**src/rtl/filter_pkg.sv**
```systemverilog
// Shared widths, reset-default configuration and the configuration record
// for the parameterised trapezoidal shaping filter.
package filter_pkg;

    localparam int unsigned SIZE_ADC_DATA    = 14;
    localparam int unsigned SIZE_FILTER_DATA = 16;
    localparam int unsigned SIZE_ACC_DATA    = 32;
    localparam int unsigned DEF_DEPTH_LOG2   = 6;
    localparam int unsigned DEF_M_W          = 10;
    localparam int unsigned SHIFT_W          = 5;

    localparam int unsigned DEF_K     = 5;
    localparam int unsigned DEF_L     = 9;
    localparam int unsigned DEF_M     = 0;
    localparam int unsigned DEF_SHIFT = 5;

    typedef struct packed {
        logic [DEF_DEPTH_LOG2-1:0] k;
        logic [DEF_DEPTH_LOG2-1:0] l;
        logic [DEF_M_W-1:0]        m;
        logic [SHIFT_W-1:0]        shift;
    } cfg_t;

    localparam cfg_t CFG_DEFAULT = '{
        k:     DEF_DEPTH_LOG2'(DEF_K),
        l:     DEF_DEPTH_LOG2'(DEF_L),
        m:     DEF_M_W'(DEF_M),
        shift: SHIFT_W'(DEF_SHIFT)
    };

endpackage

```
**src/rtl/trap_delay_line.sv**
```systemverilog
// Ring-buffer sample history with three read taps (k, l, k+l). A tap reads
// zero until enough samples have arrived, so the filter starts from zeros.
module trap_delay_line
    import filter_pkg::*;
#(
    parameter int unsigned DATA_W     = SIZE_ADC_DATA,
    parameter int unsigned DEPTH_LOG2 = DEF_DEPTH_LOG2
) (
    input  logic                  clk,
    input  logic                  reset,
    input  logic                  wr_en,
    input  logic [DATA_W-1:0]     wr_data,
    input  logic                  restart,
    input  logic [DEPTH_LOG2-1:0] dly_k,
    input  logic [DEPTH_LOG2-1:0] dly_l,
    output logic [DATA_W-1:0]     tap_k_c,
    output logic [DATA_W-1:0]     tap_l_c,
    output logic [DATA_W-1:0]     tap_kl_c
);

    localparam int unsigned DEPTH    = 1 << DEPTH_LOG2;
    localparam int unsigned FW       = DEPTH_LOG2 + 1;
    localparam logic [FW-1:0] FILL_MAX = FW'(DEPTH);

    logic [DATA_W-1:0]     mem [DEPTH];
    logic [DEPTH_LOG2-1:0] wp_q;
    logic [FW-1:0]         fill_q;
    logic [FW-1:0]         fill_eff_c;
    logic [FW-1:0]         fill_d;
    logic [FW-1:0]         dly_kl_c;
    logic [DEPTH_LOG2-1:0] idx_k_c;
    logic [DEPTH_LOG2-1:0] idx_l_c;
    logic [DEPTH_LOG2-1:0] idx_kl_c;

    // Sample storage; stale contents are masked by the fill counter.
    always_ff @(posedge clk) begin
        if (wr_en) begin
            mem[wp_q] <= wr_data;
        end
    end

    // Write pointer wraps at the buffer depth; fill counter saturates there.
    always_ff @(posedge clk or negedge reset) begin
        if (!reset) begin
            wp_q   <= '0;
            fill_q <= '0;
        end else begin
            if (wr_en) begin
                wp_q <= wp_q + DEPTH_LOG2'(1);
            end
            fill_q <= fill_d;
        end
    end

    // A restart makes the current sample the first one of a fresh history.
    always_comb begin
        fill_eff_c = restart ? '0 : fill_q;
        fill_d     = fill_eff_c;
        if (wr_en && (fill_eff_c != FILL_MAX)) begin
            fill_d = fill_eff_c + FW'(1);
        end
    end

    // Tap reads relative to the slot the current sample is about to occupy.
    always_comb begin
        dly_kl_c = FW'(dly_k) + FW'(dly_l);
        idx_k_c  = wp_q - dly_k;
        idx_l_c  = wp_q - dly_l;
        idx_kl_c = wp_q - dly_kl_c[DEPTH_LOG2-1:0];
        tap_k_c  = (fill_eff_c < FW'(dly_k)) ? '0 : mem[idx_k_c];
        tap_l_c  = (fill_eff_c < FW'(dly_l)) ? '0 : mem[idx_l_c];
        tap_kl_c = (fill_eff_c < dly_kl_c)   ? '0 : mem[idx_kl_c];
    end

endmodule

```
**src/rtl/trap_filter_param.sv**
```systemverilog
// Trapezoidal shaping filter with pole-zero correction, runtime-loadable
// k/l/M/shift, saturating output and a four-register pipeline.
module trap_filter_param
    import filter_pkg::*;
#(
    parameter int unsigned ADC_W      = SIZE_ADC_DATA,
    parameter int unsigned OUT_W      = SIZE_FILTER_DATA,
    parameter int unsigned ACC_W      = SIZE_ACC_DATA,
    parameter int unsigned DEPTH_LOG2 = DEF_DEPTH_LOG2,
    parameter int unsigned M_W        = DEF_M_W
) (
    input  logic                    clk,
    input  logic                    reset,
    input  logic [ADC_W-1:0]        in_data,
    input  logic                    in_valid,
    input  logic [DEPTH_LOG2-1:0]   cfg_k,
    input  logic [DEPTH_LOG2-1:0]   cfg_l,
    input  logic [M_W-1:0]          cfg_m,
    input  logic [SHIFT_W-1:0]      cfg_shift,
    input  logic                    cfg_load,
    output logic                    cfg_err,
    output logic signed [OUT_W-1:0] out_data,
    output logic                    out_valid,
    output logic                    ovf
);

    localparam int unsigned DW    = ADC_W + 2;
    localparam int unsigned KLW   = DEPTH_LOG2 + 1;
    localparam int unsigned DEPTH = 1 << DEPTH_LOG2;
    localparam int unsigned HI_W  = ACC_W - OUT_W + 1;
    localparam logic [KLW-1:0] KL_MAX = KLW'(DEPTH - 1);

    logic [DEPTH_LOG2-1:0] k_q;
    logic [DEPTH_LOG2-1:0] l_q;
    logic [M_W-1:0]        m_q;
    logic [SHIFT_W-1:0]    shift_q;

    logic [KLW-1:0]        kl_sum_c;
    logic                  cfg_ok_c;
    logic                  load_ok_c;
    logic [DEPTH_LOG2-1:0] k_eff_c;
    logic [DEPTH_LOG2-1:0] l_eff_c;

    logic [ADC_W-1:0]      tap_k_c;
    logic [ADC_W-1:0]      tap_l_c;
    logic [ADC_W-1:0]      tap_kl_c;

    logic signed [DW-1:0]    d_c;
    logic signed [DW-1:0]    d_q;
    logic                    v1_q;
    logic                    v2_q;
    logic                    v3_q;
    logic signed [ACC_W-1:0] p_q;
    logic signed [ACC_W-1:0] r_q;
    logic signed [ACC_W-1:0] s_q;
    logic signed [ACC_W-1:0] d_ext_c;
    logic signed [ACC_W-1:0] m_ext_c;
    logic signed [ACC_W-1:0] p_next_c;
    logic signed [ACC_W-1:0] r_next_c;
    logic signed [ACC_W-1:0] shifted_c;
    logic [HI_W-1:0]         hi_c;
    logic                    sat_c;
    logic signed [OUT_W-1:0] res_c;

    // Legality of the presented config and the taps the current sample uses.
    always_comb begin
        kl_sum_c  = KLW'(cfg_k) + KLW'(cfg_l);
        cfg_ok_c  = (cfg_k != '0) && (cfg_k <= cfg_l) && (kl_sum_c <= KL_MAX);
        load_ok_c = cfg_load && cfg_ok_c;
        k_eff_c   = load_ok_c ? cfg_k : k_q;
        l_eff_c   = load_ok_c ? cfg_l : l_q;
    end

    trap_delay_line #(
        .DATA_W     (ADC_W),
        .DEPTH_LOG2 (DEPTH_LOG2)
    ) u_dly (
        .clk      (clk),
        .reset    (reset),
        .wr_en    (in_valid),
        .wr_data  (in_data),
        .restart  (load_ok_c),
        .dly_k    (k_eff_c),
        .dly_l    (l_eff_c),
        .tap_k_c  (tap_k_c),
        .tap_l_c  (tap_l_c),
        .tap_kl_c (tap_kl_c)
    );

    // Active configuration and sticky rejection flag.
    always_ff @(posedge clk or negedge reset) begin
        if (!reset) begin
            k_q     <= DEPTH_LOG2'(CFG_DEFAULT.k);
            l_q     <= DEPTH_LOG2'(CFG_DEFAULT.l);
            m_q     <= M_W'(CFG_DEFAULT.m);
            shift_q <= SHIFT_W'(CFG_DEFAULT.shift);
            cfg_err <= 1'b0;
        end else if (cfg_load) begin
            cfg_err <= !cfg_ok_c;
            if (cfg_ok_c) begin
                k_q     <= cfg_k;
                l_q     <= cfg_l;
                m_q     <= cfg_m;
                shift_q <= cfg_shift;
            end
        end
    end

    // Datapath arithmetic: difference, pole-zero term, output shift and clamp.
    always_comb begin
        d_c       = DW'(in_data) - DW'(tap_k_c) - DW'(tap_l_c) + DW'(tap_kl_c);
        d_ext_c   = ACC_W'(d_q);
        m_ext_c   = ACC_W'({1'b0, m_q});
        p_next_c  = p_q + d_ext_c;
        r_next_c  = p_next_c + (d_ext_c * m_ext_c);
        shifted_c = s_q >>> shift_q;
        hi_c      = shifted_c[ACC_W-1:OUT_W-1];
        sat_c     = !((&hi_c) || !(|hi_c));
        res_c     = shifted_c[OUT_W-1:0];
        if (sat_c) begin
            res_c = shifted_c[ACC_W-1] ? {1'b1, {(OUT_W-1){1'b0}}}
                                       : {1'b0, {(OUT_W-1){1'b1}}};
        end
    end

    // Stage 1: difference of current sample and the three taps.
    always_ff @(posedge clk or negedge reset) begin
        if (!reset) begin
            v1_q <= 1'b0;
            d_q  <= '0;
        end else begin
            v1_q <= in_valid;
            if (in_valid) begin
                d_q <= d_c;
            end
        end
    end

    // Stage 2: p accumulator and the pole-zero corrected r.
    always_ff @(posedge clk or negedge reset) begin
        if (!reset) begin
            v2_q <= 1'b0;
            p_q  <= '0;
            r_q  <= '0;
        end else begin
            v2_q <= v1_q && !load_ok_c;
            if (load_ok_c) begin
                p_q <= '0;
            end else if (v1_q) begin
                p_q <= p_next_c;
                r_q <= r_next_c;
            end
        end
    end

    // Stage 3: s accumulator.
    always_ff @(posedge clk or negedge reset) begin
        if (!reset) begin
            v3_q <= 1'b0;
            s_q  <= '0;
        end else begin
            v3_q <= v2_q && !load_ok_c;
            if (load_ok_c) begin
                s_q <= '0;
            end else if (v2_q) begin
                s_q <= s_q + r_q;
            end
        end
    end

    // Stage 4: shifted, saturated output and sticky overflow.
    always_ff @(posedge clk or negedge reset) begin
        if (!reset) begin
            out_valid <= 1'b0;
            out_data  <= '0;
            ovf       <= 1'b0;
        end else begin
            out_valid <= v3_q && !load_ok_c;
            if (v3_q && !load_ok_c) begin
                out_data <= res_c;
                if (sat_c) begin
                    ovf <= 1'b1;
                end
            end
        end
    end

endmodule

```
**config.mk**
```make
export PLATFORM = sky130hd
export DESIGN_NAME = trap_filter_param
export DESIGN_NICKNAME = d
export VERILOG_FILES = /design/src/rtl/filter_pkg.sv /design/src/rtl/trap_delay_line.sv /design/src/rtl/trap_filter_param.sv
export SDC_FILE = /design/constraint.sdc
export NUM_CORES = 2
export LEC_CHECK = 0
export BUFFER_PORTS_ARGS = -buffer_cell sky130_fd_sc_hd__buf_2
export CAP_MARGIN = 15
export CORE_ASPECT_RATIO = 1.2
export CORE_MARGIN = 1
export CORE_UTILIZATION = 30
export CTS_BUF_LIST = sky130_fd_sc_hd__clkbuf_2 sky130_fd_sc_hd__clkbuf_4 sky130_fd_sc_hd__clkbuf_8
export CTS_CLUSTER_SIZE = 28
export DETAILED_ROUTE_END_ITERATION = 6
export GPL_ROUTABILITY_DRIVEN = 0
export PLACE_DENSITY = 0.56
export SLEW_MARGIN = 0
export SYNTH_ARGS = -nofsm -noshare
export SYNTH_HDL_FRONTEND = slang
export SYNTH_HIERARCHICAL = 1
export SYNTH_SLANG_ARGS = --single-unit
```
**constraint.sdc**
```tcl
create_clock -name clk -period 9.4 [get_ports clk]
set_clock_uncertainty 0.15 [all_clocks]
set_input_delay 0.94 -clock clk [delete_from_list [all_inputs] [get_ports clk]]
set_output_delay 0.94 -clock clk [all_outputs]
set_load 0.02 [all_outputs]
```
# Word-level counts from Yosys, hierarchy flattened
# Memory sizes are Yosys's and may differ from the RTL's.
# Cells that the tools add are included.
# word_totals
register_bits	174
wordCells	75
in_bits	45
output_inout_bits	19
n_memories	1
mem_bits_rw	896
# memory_table
memory	depth	width	rd	rd_ports_with_merged_regs	write_ports	line	rtl
u_dly.mem	64	14	3	0	1	trap_delay_line.sv:25	logic [DATA_W-1:0] mem [DEPTH];
# classes
eq_ne	1
addsub	13
mul	1
bitwise	2
order_cmp	5
n_mux	15
n_reduce_logical	19
shift	1
# op_table
operator	count
$mux W32	4
$mux W14	3
$add A32 B16 Y32	1
$add A32 B27 Y32	1
$add A32 B32 Y32	1
$mux W16	2
$sshr A32 B5 Y32	1
$mul A16 B11 Y27	1
$sub A6 B6 Y6	3
$reduce_and A17 Y1	1
$reduce_or A17 Y1	1
$add A16 B14 Y16	1
$sub A15 B15 Y16	1
$sub A14 B14 Y15	1
$add A6 B6 Y7	2
$lt A7 B6 Y1	2
$mux W7	2
$mux W6	2
$add A7 B1 Y7 const B	1
$le A7 B6 Y1 const B	1
$logic_and A1 B1 Y1	7
$lt A7 B7 Y1	1
$ne A7 B7 Y1 const B	1
$add A6 B1 Y6 const B	1
other kinds (8)	15

# Logic depth before layout (Yosys ltp)
# An unclocked memory read counts as a cell.
# depth
depth_word	11
depth_mapped	44

# Cells and area by module
# The synthesis kept the hierarchy.
# modules_own_cells
module	seq_area_each_um2	cells_each	area_each_um2	instances
trap_delay_line	27231.1	2723	50827.5	1
trap_filter_param	4036.4	2255	20121.8	1

# Worst setup path after synthesis
# OpenSTA, ideal clock, no wires.
# synth_path
kind	input to register
start	input cfg_l[1]
end	register d_q[13]
path_buffers	5
stages	40
path_slack_ns	0.168
required_ns	9.125
arrival_ns	8.958
cell_sequence	inv_1 > ha_1 > nor2b_1 > o21a_1 > o21a_1 > o21ai_0 > nand2b_1 > a21oi_1 > o221a_2 > clkbuf_1 > buf_1 > mux2_2 > ha_1 > inv_1 > fa_1 > buf_2 > clkbuf_1 > clkbuf_1 > (+4 left out) > inv_1 > ha_1 > nor2b_1 > o21ai_0 > a21boi_0 > o21ai_0 > a21boi_0 > o21ai_0 > a21oi_1 > o41ai_1 > xnor2_1 > fa_1 > ha_1 > nor2_1 > nor2_1 > a31oi_1 > xnor2_1 > mux2_2
# synth_between
elab_chain_len	11
word_cells_on_any_way	23
classes_between	add/sub: 8; order compare: 5; mux: 6; reduce/logical: 3; memory: 1
# synth_lines
element	line	rtl
start: declaration	trap_filter_param.sv:17	input logic [DEPTH_LOG2-1:0] cfg_l,
$add A6 B6 Y7 or $le A6 B6 Y1 (tied branches)	trap_filter_param.sv:67, trap_filter_param.sv:68	
$le A7 B6 Y1 or $logic_and A1 B1 Y1 (tied branches)	trap_filter_param.sv:68	cfg_ok_c = (cfg_k != '0) && (cfg_k <= cfg_l) && (kl_sum_c <= KL_MAX);
$logic_and A1 B1 Y1 (*)	trap_filter_param.sv:68	
$logic_and A1 B1 Y1 (*)	trap_filter_param.sv:69	load_ok_c = cfg_load && cfg_ok_c;
$mux W6 (*)	trap_filter_param.sv:70	k_eff_c = load_ok_c ? cfg_k : k_q;
named net k_eff_c[0]	trap_filter_param.sv:41	logic [DEPTH_LOG2-1:0] k_eff_c;
$sub A6 B6 Y6	trap_delay_line.sv:67	idx_k_c = wp_q - dly_k;
$mem_v2 Z64 W14	n/a	
$mux W14 (*)	trap_delay_line.sv:70	tap_k_c = (fill_eff_c < FW'(dly_k)) ? '0 : mem[idx_k_c];
named net tap_k_c[1]	trap_filter_param.sv:44	logic [ADC_W-1:0] tap_k_c;
$sub A14 B14 Y15 (*)	trap_filter_param.sv:111	d_c = DW'(in_data) - DW'(tap_k_c) - DW'(tap_l_c) + DW'(tap_kl_c);
$sub A15 B15 Y16 (*)	trap_filter_param.sv:111	
$add A16 B14 Y16 (*)	trap_filter_param.sv:111	
end signal: assignment	trap_filter_param.sv:130	d_q <= '0;
end signal: assignment	trap_filter_param.sv:134	d_q <= d_c;
end: declaration	trap_filter_param.sv:49	logic signed [DW-1:0] d_q;
# The timed path passes the listed nets; every way through them passes the cells marked *.
# A chain may end at the register's enable or synchronous reset.

# Final worst setup path
# layout_path
start	input cfg_l[1]
end	register d_q[14]
# layout_between
word_cells_on_any_way	23
classes_between	add/sub: 8; order compare: 5; mux: 6; reduce/logical: 3; memory: 1
# layout_lines
element	line	rtl
$add A6 B6 Y7 or $le A6 B6 Y1 (tied branches)	trap_filter_param.sv:67, trap_filter_param.sv:68	
$le A7 B6 Y1 or $logic_and A1 B1 Y1 (tied branches)	trap_filter_param.sv:68	
$logic_and A1 B1 Y1 (*)	trap_filter_param.sv:68	
$logic_and A1 B1 Y1 (*)	trap_filter_param.sv:69	
$mux W6 (*)	trap_filter_param.sv:70	
named net k_eff_c[0]	trap_filter_param.sv:41	
$add A6 B6 Y7 (*)	trap_delay_line.sv:66	dly_kl_c = FW'(dly_k) + FW'(dly_l);
$sub A6 B6 Y6	trap_delay_line.sv:69	idx_kl_c = wp_q - dly_kl_c[DEPTH_LOG2-1:0];
$mem_v2 Z64 W14	n/a	
$mux W14 (*)	trap_delay_line.sv:72	tap_kl_c = (fill_eff_c < dly_kl_c) ? '0 : mem[idx_kl_c];
named net tap_kl_c[0]	trap_filter_param.sv:46	logic [ADC_W-1:0] tap_kl_c;
$add A16 B14 Y16 (*)	trap_filter_param.sv:111	
# Marked as above.

==> flow_summary.toml <==
[sta]
hold_violations = 0
slew_violations = 0
setup_viol = 0
max_freq_mhz = 114
slew_headroom_pct = 24.6
period_share_pct = 93.1
rsz0062_at_grt = "false"
worst_slew_pin_slew_ns = 1.13
fin_crit_ns = 8.75

[floorplanning]
die_w_um = 446
dieArea_mm2 = 0.238
fp-row-count = 195
start_util_pct = 30.2
io_pins = 64
dieHeight_um = 535
coreArea_mm2 = 0.235

[synth]
syn_area_mm2 = 0.0709
seq_area_frac_synth_pct = 44.1
yosysTopAreaCellShare_pct = 37.9
syn_nets = 5448
postSynthAreaPerCell_um2 = 14.3
synth_flop_cell = "edfxtp_1"
yosysWarnings = 6
synth.distinct_cells = 94
synthTopCellsByArea = "edfxtp_1 38%, mux4_2 25%, fa_1 6.0%"
synth_edf_count = 896
synthArstFlopShare_pct = 16.3
postSynthCellCount = 4978
synth_area_leader_cell = "edfxtp_1"
synth-seq-cells = 1070

[setup_path]
critical_path_class = "in -> reg"
slowest_delay_ns = 0.49
regToRegSetupSlack_ns = 1.39
crit_required_ns = 10.10
crit_buf_inv = 6
rr_endpoint = "r_q[30]"
rr_worst_depth = 30
worstPathArrival_ns = 9.45
crit_path_start = "cfg_l[1]"
timing.rr.start = "d_q[0]"
crit_top_cell = "ha_1"
cpMaxStageDelayCell = "or3_4"
cp_top_family = "compound AO/OA/AOI/OAI gates"
crit_path_end_kind = "flop"
crit_fanout = 9
start_kind = "input port"

[place]
io_buffers = 63
hpwl_um = 156000
dp.cells = 8225

[hold_path]
whs_path_depth = 3
min_to = "cfg_err"
hold_path_class = "in -> reg"
min-delay-start = "cfg_load"

[clocking]
post-cts-setup-buffers = 0
clk_pin_slew_ns = 0.06
cts_tree = "yes"
htree_levels = 4
numCtsBuffers = 190
cts_buffer_depth = 3
cts_root_buffer = "clkbuf_8"
cts.sinks = 1070
clk_latency_ns = 0.98

[grt]
antenna_found_initial = 6
grt_pass1_wl_um = 332000
gr-total-overflow = 0
grt_start_max_net_pins = 108
grt_pass1_vias = 48726
track_usage_pct = 18.9

[status]
status = "finished, final reports clean"

[detailed_routing]
wl_um = 226000
vias = 46966
wl_per_cell_um = 26.3
drc = 0
first_pass_iters = 5
vias_per_cell = 5.47
ant_nets = 0
drt_first_iter_violations = 4770

[finish]
final_cell_mix = "896 x edfxtp_1, 799 x mux4_2, 508 x nand2_1, 344 x inv_1, 313 x buf_4"
area_growth_syn_to_layout_pct = 15.1
final_layout_size_suffix_gt1_share_pct = 31.5
final_common_cell = "edfxtp_1"
nets = 5743
final-instance-count-excl-fill = 8591
final_util_pct = 34.7

[run]
cap_violations = 0
-- logic make-up (layout without fill, tap and decap cells) --
kind of cell               Yosys count  in the layout  synth area share, %
AOI/OAI and AO/OA                  635            635                 5.78
xor gates and xnor gates           133            133                 1.71
adders and majority gates          426            426                 9.77
buffers and inverters              683           1137                 4.00
DFF                               1070           1070                 44.1
muxes                              945            945                 27.6
other                                0              7                    0
and+or+nand+nor                   1086           1086                 7.07
-- worst register-to-register path: cells and delay by family, from the launching register on --
kind	cells	cell delay, ns
AO/OA/AOI/OAI	15	3.27
XOR/XNOR	2	0.34
adder cells (fa/ha/maj)	7	3.05
buffers and inverters	4	0.22
flip-flops	1	0.60
AND/OR/NAND/NOR	2	0.26
-- per-layer routing --
metal / track usage [%] / share of wire, % / vias to the layer above
met3: 3.11 / 6.8 / 550
met4: 10.5 / 6.0 / 2
met2: 33.0 / 51 / 2085
met5: 0 / 0.0040 / -
met1: 22.1 / 36 / 24390
li1: - / - / 19939
-- cell usage after synthesis, types with 5 or more instances --
| library cell | number |
|---|---|
| edfxtp_1 | 896 |
| mux4_2 | 799 |
| nand2_1 | 508 |
| inv_1 | 344 |
| fa_1 | 214 |
| ha_1 | 211 |
| nor2_1 | 194 |
| clkbuf_1 | 178 |
| dfrtp_1 | 168 |
| a21oi_1 | 148 |
| o21ai_0 | 140 |
| buf_2 | 118 |
| mux2i_1 | 93 |
| xnor2_1 | 89 |
| a211oi_1 | 80 |
| and2_1 | 72 |
| nand3_1 | 67 |
| nor2b_1 | 67 |
| a21o_1 | 51 |
| mux2_2 | 48 |
| xor2_1 | 40 |
| o21ai_1 | 38 |
| and3_1 | 34 |
| nor3_1 | 32 |
| a311oi_1 | 27 |
| nand4_1 | 27 |
| nand2b_1 | 25 |
| o21bai_1 | 22 |
| buf_1 | 19 |
| o21a_1 | 18 |
| o211ai_1 | 16 |
| a31oi_1 | 14 |
| buf_6 | 12 |
| a21oi_2 | 10 |
| a21boi_0 | 9 |
| buf_4 | 9 |
| or3_1 | 9 |
| nand3b_1 | 8 |
| nor3b_1 | 8 |
| nor4_1 | 7 |
| o22ai_1 | 7 |
| o31ai_1 | 7 |
| dfstp_2 | 6 |
| o311ai_0 | 5 |
| o41ai_1 | 5 |
-- registers in the layout (all words and copies together) (netlist names), 6 cells and up --
name,flops
u_dly/wp_q,6
p_q,32
l_q,6
k_q,6
d_q,16
s_q,32
r_q,32
out_data,16
m_q,10
u_dly/fill_q,7
u_dly/mem,896
-- through the flow --
step	hold WS, ns	TNS, ns	area [um^2]	setup slack, ns
after floorplan	0.302	0	70900	0.168
after CTS	0.0235	0	81600	0.851
after global routing	0.0520	0	81700	0.227
after detailed placement	0.291	-0.367	77600	-0.160
final	0.116	0	81700	0.652
after global placement	0.289	-0.426	77600	-0.160
-- repair_timing --
item	4_1_cts	5_1_grt
resized for setup	0	0
hold endpoints to repair	106	0
hold buffers	6	0
-- final cells by class --
cell class                      instances  area (um^2)
Inverter                              347         1300
Timing Repair Buffer                  439         3860
Antenna cell                            7         17.5
Clock inverter                         99          837
Fill cell                           22678       154000
Sequential cell                      1070        31300
Tap cell                             3152         3940
Multi-Input combinational cell       3225        37300
Clock buffer                          252         3140
-- how the worst max path moves through the flow --
stage | cells past startpoint | endpoint | slack (ns)
2_1_floorplan | 40 | d_q[13] | 0.17
3_3_place_gp | 38 | d_q[12] | -0.16
3_5_place_dp | 41 | d_q[14] | -0.16
4_1_cts | 41 | d_q[14] | 0.85
5_1_grt | 40 | d_q[14] | 0.23
6_report | 40 | d_q[14] | 0.65
Power is left out: the tool's default activity adds up to more than one toggle a clock period on the data nets, which glitch-free logic cannot reach.
